**config.mk**
```make
export PLATFORM = sky130hd
export DESIGN_NAME = lighthouse_sweep_sequencer
export DESIGN_NICKNAME = d
export VERILOG_FILES = /design/src/rtl/lighthouse_sweep_sequencer.sv
export SDC_FILE = /design/constraint.sdc
export NUM_CORES = 1
export LEC_CHECK = 0
export ABC_AREA = 1
export ABC_CLOCK_PERIOD_IN_PS = 7480
export BUFFER_PORTS_ARGS = -buffer_cell sky130_fd_sc_hd__clkbuf_2
export CAP_MARGIN = 20
export CORE_MARGIN = 4
export CORE_UTILIZATION = 26
export DETAILED_ROUTE_END_ITERATION = 12
export PLACE_DENSITY = 0.43
export SYNTH_ARGS = -nofsm -noshare
export SYNTH_HDL_FRONTEND = slang
export SYNTH_SLANG_ARGS = --single-unit
```
**constraint.sdc**
```tcl
create_clock -name clk -period 7.48 [get_ports clk]
set_clock_uncertainty 0.2 [all_clocks]
set_input_delay 0.374 -clock clk [delete_from_list [all_inputs] [get_ports clk]]
set_output_delay 0.374 -clock clk [all_outputs]
set_load 0.01 [all_outputs]
```
**src/rtl/lighthouse_sweep_sequencer.sv**
```systemverilog
// lighthouse_sweep_sequencer: measures photodiode pulses and times sync-to-laser sweeps
`ifndef PULSE_DURATION_SIZE
`define PULSE_DURATION_SIZE 9
`endif
`ifndef PULSE_TYPE_SIZE_OF
`define PULSE_TYPE_SIZE_OF 3
`endif
`ifndef PULSE_TYPE_X0
`define PULSE_TYPE_X0 4'd0
`define PULSE_TYPE_Y0 4'd1
`define PULSE_TYPE_X1 4'd2
`define PULSE_TYPE_Y1 4'd3
`define PULSE_TYPE_X0_SKIP 4'd4
`define PULSE_TYPE_Y0_SKIP 4'd5
`define PULSE_TYPE_X1_SKIP 4'd6
`define PULSE_TYPE_Y1_SKIP 4'd7
`define PULSE_TYPE_LASER 4'd8
`define PULSE_TYPE_INTERVAL 4'd9
`endif
module lighthouse_sweep_sequencer #(
  parameter int TS_W = 20,
  parameter logic [TS_W-1:0] MAX_SWEEP = TS_W'(400000)
) (
  input  logic                           clk,
  input  logic                           rst,
  input  logic                           sensor,
  output logic [`PULSE_DURATION_SIZE:0]  dur,
  input  logic [`PULSE_TYPE_SIZE_OF:0]   pulse_type,
  output logic                           sweep_valid,
  output logic [1:0]                     sweep_axis,
  output logic [TS_W-1:0]                sweep_time,
  output logic                           sweep_timeout,
  output logic                           armed
);
  typedef enum logic {IDLE, ARMED} state_t;
  state_t                        r_state, w_next;
  logic [TS_W-1:0]               r_ts, r_rise_ts, r_cls_rise_ts, r_sync_ts, w_elapsed;
  logic [`PULSE_DURATION_SIZE:0] r_hi_count;
  logic                          r_sq, r_cls_pending;
  logic [1:0]                    r_axis_pend;
  logic                          w_rise, w_fall, w_sync, w_laser, w_valid, w_timeout;
  assign w_rise    = sensor & ~r_sq;
  assign w_fall    = ~sensor & r_sq;
  assign w_sync    = r_cls_pending && pulse_type <= `PULSE_TYPE_Y1;
  assign w_laser   = r_cls_pending && pulse_type == `PULSE_TYPE_LASER;
  assign w_elapsed = r_ts - r_sync_ts;
  // a pending classification always wins over the timeout check
  always_comb begin
    w_valid   = r_state == ARMED && w_laser;
    w_timeout = r_state == ARMED && !r_cls_pending && w_elapsed >= MAX_SWEEP;
    w_next    = w_sync ? ARMED : (w_valid || w_timeout) ? IDLE : r_state;
  end
  always_ff @(posedge clk or posedge rst) begin
    if (rst) begin
      r_state       <= IDLE;
      r_ts          <= '0;
      r_sq          <= 1'b0;
      r_rise_ts     <= '0;
      r_cls_rise_ts <= '0;
      r_sync_ts     <= '0;
      r_hi_count    <= '0;
      r_cls_pending <= 1'b0;
      r_axis_pend   <= '0;
      dur           <= '0;
      sweep_valid   <= 1'b0;
      sweep_axis    <= '0;
      sweep_time    <= '0;
      sweep_timeout <= 1'b0;
      armed         <= 1'b0;
    end else begin
      r_ts          <= r_ts + 1'b1;
      r_sq          <= sensor;
      r_state       <= w_next;
      armed         <= w_next == ARMED;
      sweep_valid   <= w_valid;
      sweep_timeout <= w_timeout;
      r_cls_pending <= w_fall;
      if (w_rise) begin
        r_rise_ts  <= r_ts;
        r_hi_count <= 1;
      end else if (sensor && !(&r_hi_count)) begin
        r_hi_count <= r_hi_count + 1'b1;
      end
      // rise_ts may be overwritten by a back-to-back rise, so keep the classified pulse's copy
      if (w_fall) begin
        dur           <= r_hi_count;
        r_cls_rise_ts <= r_rise_ts;
      end
      if (w_sync) begin
        r_sync_ts   <= r_cls_rise_ts;
        r_axis_pend <= pulse_type[1:0];
      end
      if (w_valid) begin
        sweep_time <= r_cls_rise_ts - r_sync_ts;
        sweep_axis <= r_axis_pend;
      end
    end
  end
endmodule

```
==> flow_summary.ini <==
[run_status]
status = finished, final reports clean

[clocking]
insertion_delay_ns = 0.42
ctsLongestPathBuffers = 2
clkSinkCount = 129
cts_tree = yes
cts-resized-gates = 0
clkTransAtPathRegs_ns = 0.06
h-tree-depth = 4
cts_buffers = 17
clockRootBuffer = clkbuf_16

[logic_synthesis]
post-synth-top-count-cell = nand2_1
ys_seq_area_share_pct = 44.20
syn-num-nets = 1008
ys_async_sr_fraction_pct = 100.0
syn_inst = 959
yosys-top-cells-area = dfrtp_1 (44%), nand2_1 (17%), ha_1 (6.9%)
yosysWarnings = 0
synth_edf_count = 0
postSynthAreaPerCell_sq_um = 7.615
ys_seq_elements = 129
yosysUniqueCellTypes = 38
synth_flop_cell = dfrtp_1
synth_area_sq_um = 7303
synthTopCellsByCount = nand2_1 (324), dfrtp_1 (129), inv_1 (127), nor2_1 (59), o21ai_0 (59)
netlist.area_leader.share_pct = 44.20
yosysTopAreaCell = dfrtp_1

[global_routing]
antenna_found_initial = 0
overflow = 0
track_usage_pct = 13.26
grt_pass1_vias = 6019
grt_max_degree = 67
grt_pass1_wl_mm = 32.71

[cells_and_area]
drive_above_1_share_pct = 9.589
fin_cells = 1400
finalNetCount = 1059
post-route-util_pct = 31.00
syn_to_final_growth_pct = 17.94
n_antenna_cell = 0

[worst_setup_path]
start_kind = input pin
required_ns = 7.63
critical-path-max-stage-delay_ns = 0.83
reg2regPathDepth = 7
rrSetupSlack_ns = 4.88
critPathTopFamily = buffers and inverters
path_cells = dlygate4sd3_1 -> clkbuf_2 -> nor3_1 -> and2_1 -> clkinv_1 -> a21oi_1 -> o21ai_0 -> nand2_1
rr_endpoint = sweep_time[17]
slowest_stage = clkinv_1
cp_max_fo = 36
path_buf_inv = 3
cp-end-kind = flip-flop
crit_type = in -> reg
critPathArrivalTime_ns = 2.95
r2r-start = r_state

[drt]
drt_wl_total_mm = 19.71
via_count = 6069
vias_per_cell = 4.335
drc_errors = 0
drtAntennaViolNets = 0
dr.pass1.iters = 5
wl_per_cell_um = 14.08
drt_iter0_drc = 315

[sta]
rsz0062_at_grt = no
setup_violations = 0
fmax_mhz = 358.0
slew_violations = 0
timing.slew.headroom_pct = 39.24
finalHoldViolCount = 0
min_period_over_period_pct = 37.34
setup_tns_ns = 0
hold_slack_ns = 0.07313
tightest_slew_ns = 0.9057
period_needed_ns = 2.793

[die]
initial_core_util_pct = 26.29
die_area_sq_um = 30840
fp-row-count = 61
die_x_um = 175.6
die_y_um = 175.6
core_sq_um = 27780
io_pins = 42

[place]
port_buffers = 41
place_hpwl_mm = 14.84
dp.cells = 1365
routabilityCongestion = 0.8217

[min_path]
worstHoldStart = pulse_type[1]
hold_depth = 3
hold_path_end = r_axis_pend[1]
hold_class = in -> reg

[power_and_ir_drop]
ir_drop_mv = 0.1465
p_leak_nw = 4.531
power.density_nw_per_um2 = 244.5
p_total_w = 0.002106

[flow_run]
drv_cap = 0
-- cell usage in the layout (no fill, tap or decap), types with 20 or more instances in the layout --
cell type  netlist  layout
o21ai_0         59      59
inv_1          127     126
clkbuf_2         0      41
a21oi_1         57      57
xor2_1          20      20
nor2_1          59      59
nand2_1        324     324
nand3_1         42      42
dfrtp_1        129     129
ha_1            40      40
-- registers in the layout, indices dropped and copies added, names as in the netlist, 2 cells and up --
signal         count
sweep_time        20
r_hi_count        10
r_sync_ts         20
r_ts              20
r_rise_ts         20
r_cls_rise_ts     20
sweep_axis         2
r_axis_pend        2
dur               10
-- report_power, final --
| group | internal (W) | total (W) | switching (W) | leakage (nW) |
|---|---|---|---|---|
| Sequential | 0.000760 | 0.000793 | 0.0000332 | 1.70 |
| Clock | 0.000541 | 0.000870 | 0.000328 | 0.284 |
| Combinational | 0.000146 | 0.000443 | 0.000297 | 2.55 |
-- cell families (layout without fill, tap and decap cells) --
group           Yosys count  in the layout  share of synthesized area, %
simple gates            475            475                         27.33
buf+inv                 148            211                         7.624
compound gates          134            134                         9.663
flops                   129            129                         44.20
fa+ha+maj                42             42                         7.401
xor+xnor                 29             29                         3.478
mux                       2              2                        0.3084
-- cell type report --
type / instances / area (sq um)
tap: 378 / 473.0
clock buffer: 19 / 452.9
sequential: 129 / 3228
multi-input combinational: 682 / 3518
inverter: 131 / 496.7
clock inverter: 12 / 158.9
fill: 3035 / 19170
timing repair buffer: 49 / 285.3
-- per-stage QoR --
stage	setup slack [ns]	area, sq um
floorplan	3.465	7303
global placement	4.739	7951
detailed placement	4.716	7951
CTS	4.610	8593
global route	4.408	8613
finish	4.687	8613
-- how the worst max path moves through the flow --
stage	cells past startpoint	from	slack, ns	endpoint
2_1_floorplan	1	rst	3.47	dur[0]
3_3_place_gp	5	sensor	4.74	dur[0]
3_5_place_dp	5	sensor	4.72	dur[1]
4_1_cts	6	sensor	4.61	dur[0]
5_1_grt	8	pulse_type[0]	4.41	sweep_time[17]
6_report	8	pulse_type[0]	4.69	sweep_time[17]
-- worst reg2reg max path: stages, from the launching register on --
cell	delay, ns
dfrtp_1	0.40
nand2_1	0.07
nor3_1	0.12
and2_1	0.39
clkinv_1	0.83
a21oi_1	0.33
o21ai_0	0.13
nand2_1	0.07
-- per-layer routing --
layer | vias up | part of all wire (%) | GRT usage (%)
met1 | 2828 | 52 | 18.96
met3 | 11 | 3.1 | 2.669
li1 | 3149 | - | -
met2 | 81 | 44 | 20.74
met4 | 0 | 0.88 | 3.119
met5 | - | 0 | 0
-- what timing repair did --
item                      in CTS  in global routing
buffers inserted               0                  0
hold endpoints to repair      65                  0
hold buffers                   3                  0
Note: power is estimated with default switching activity, not from simulation.
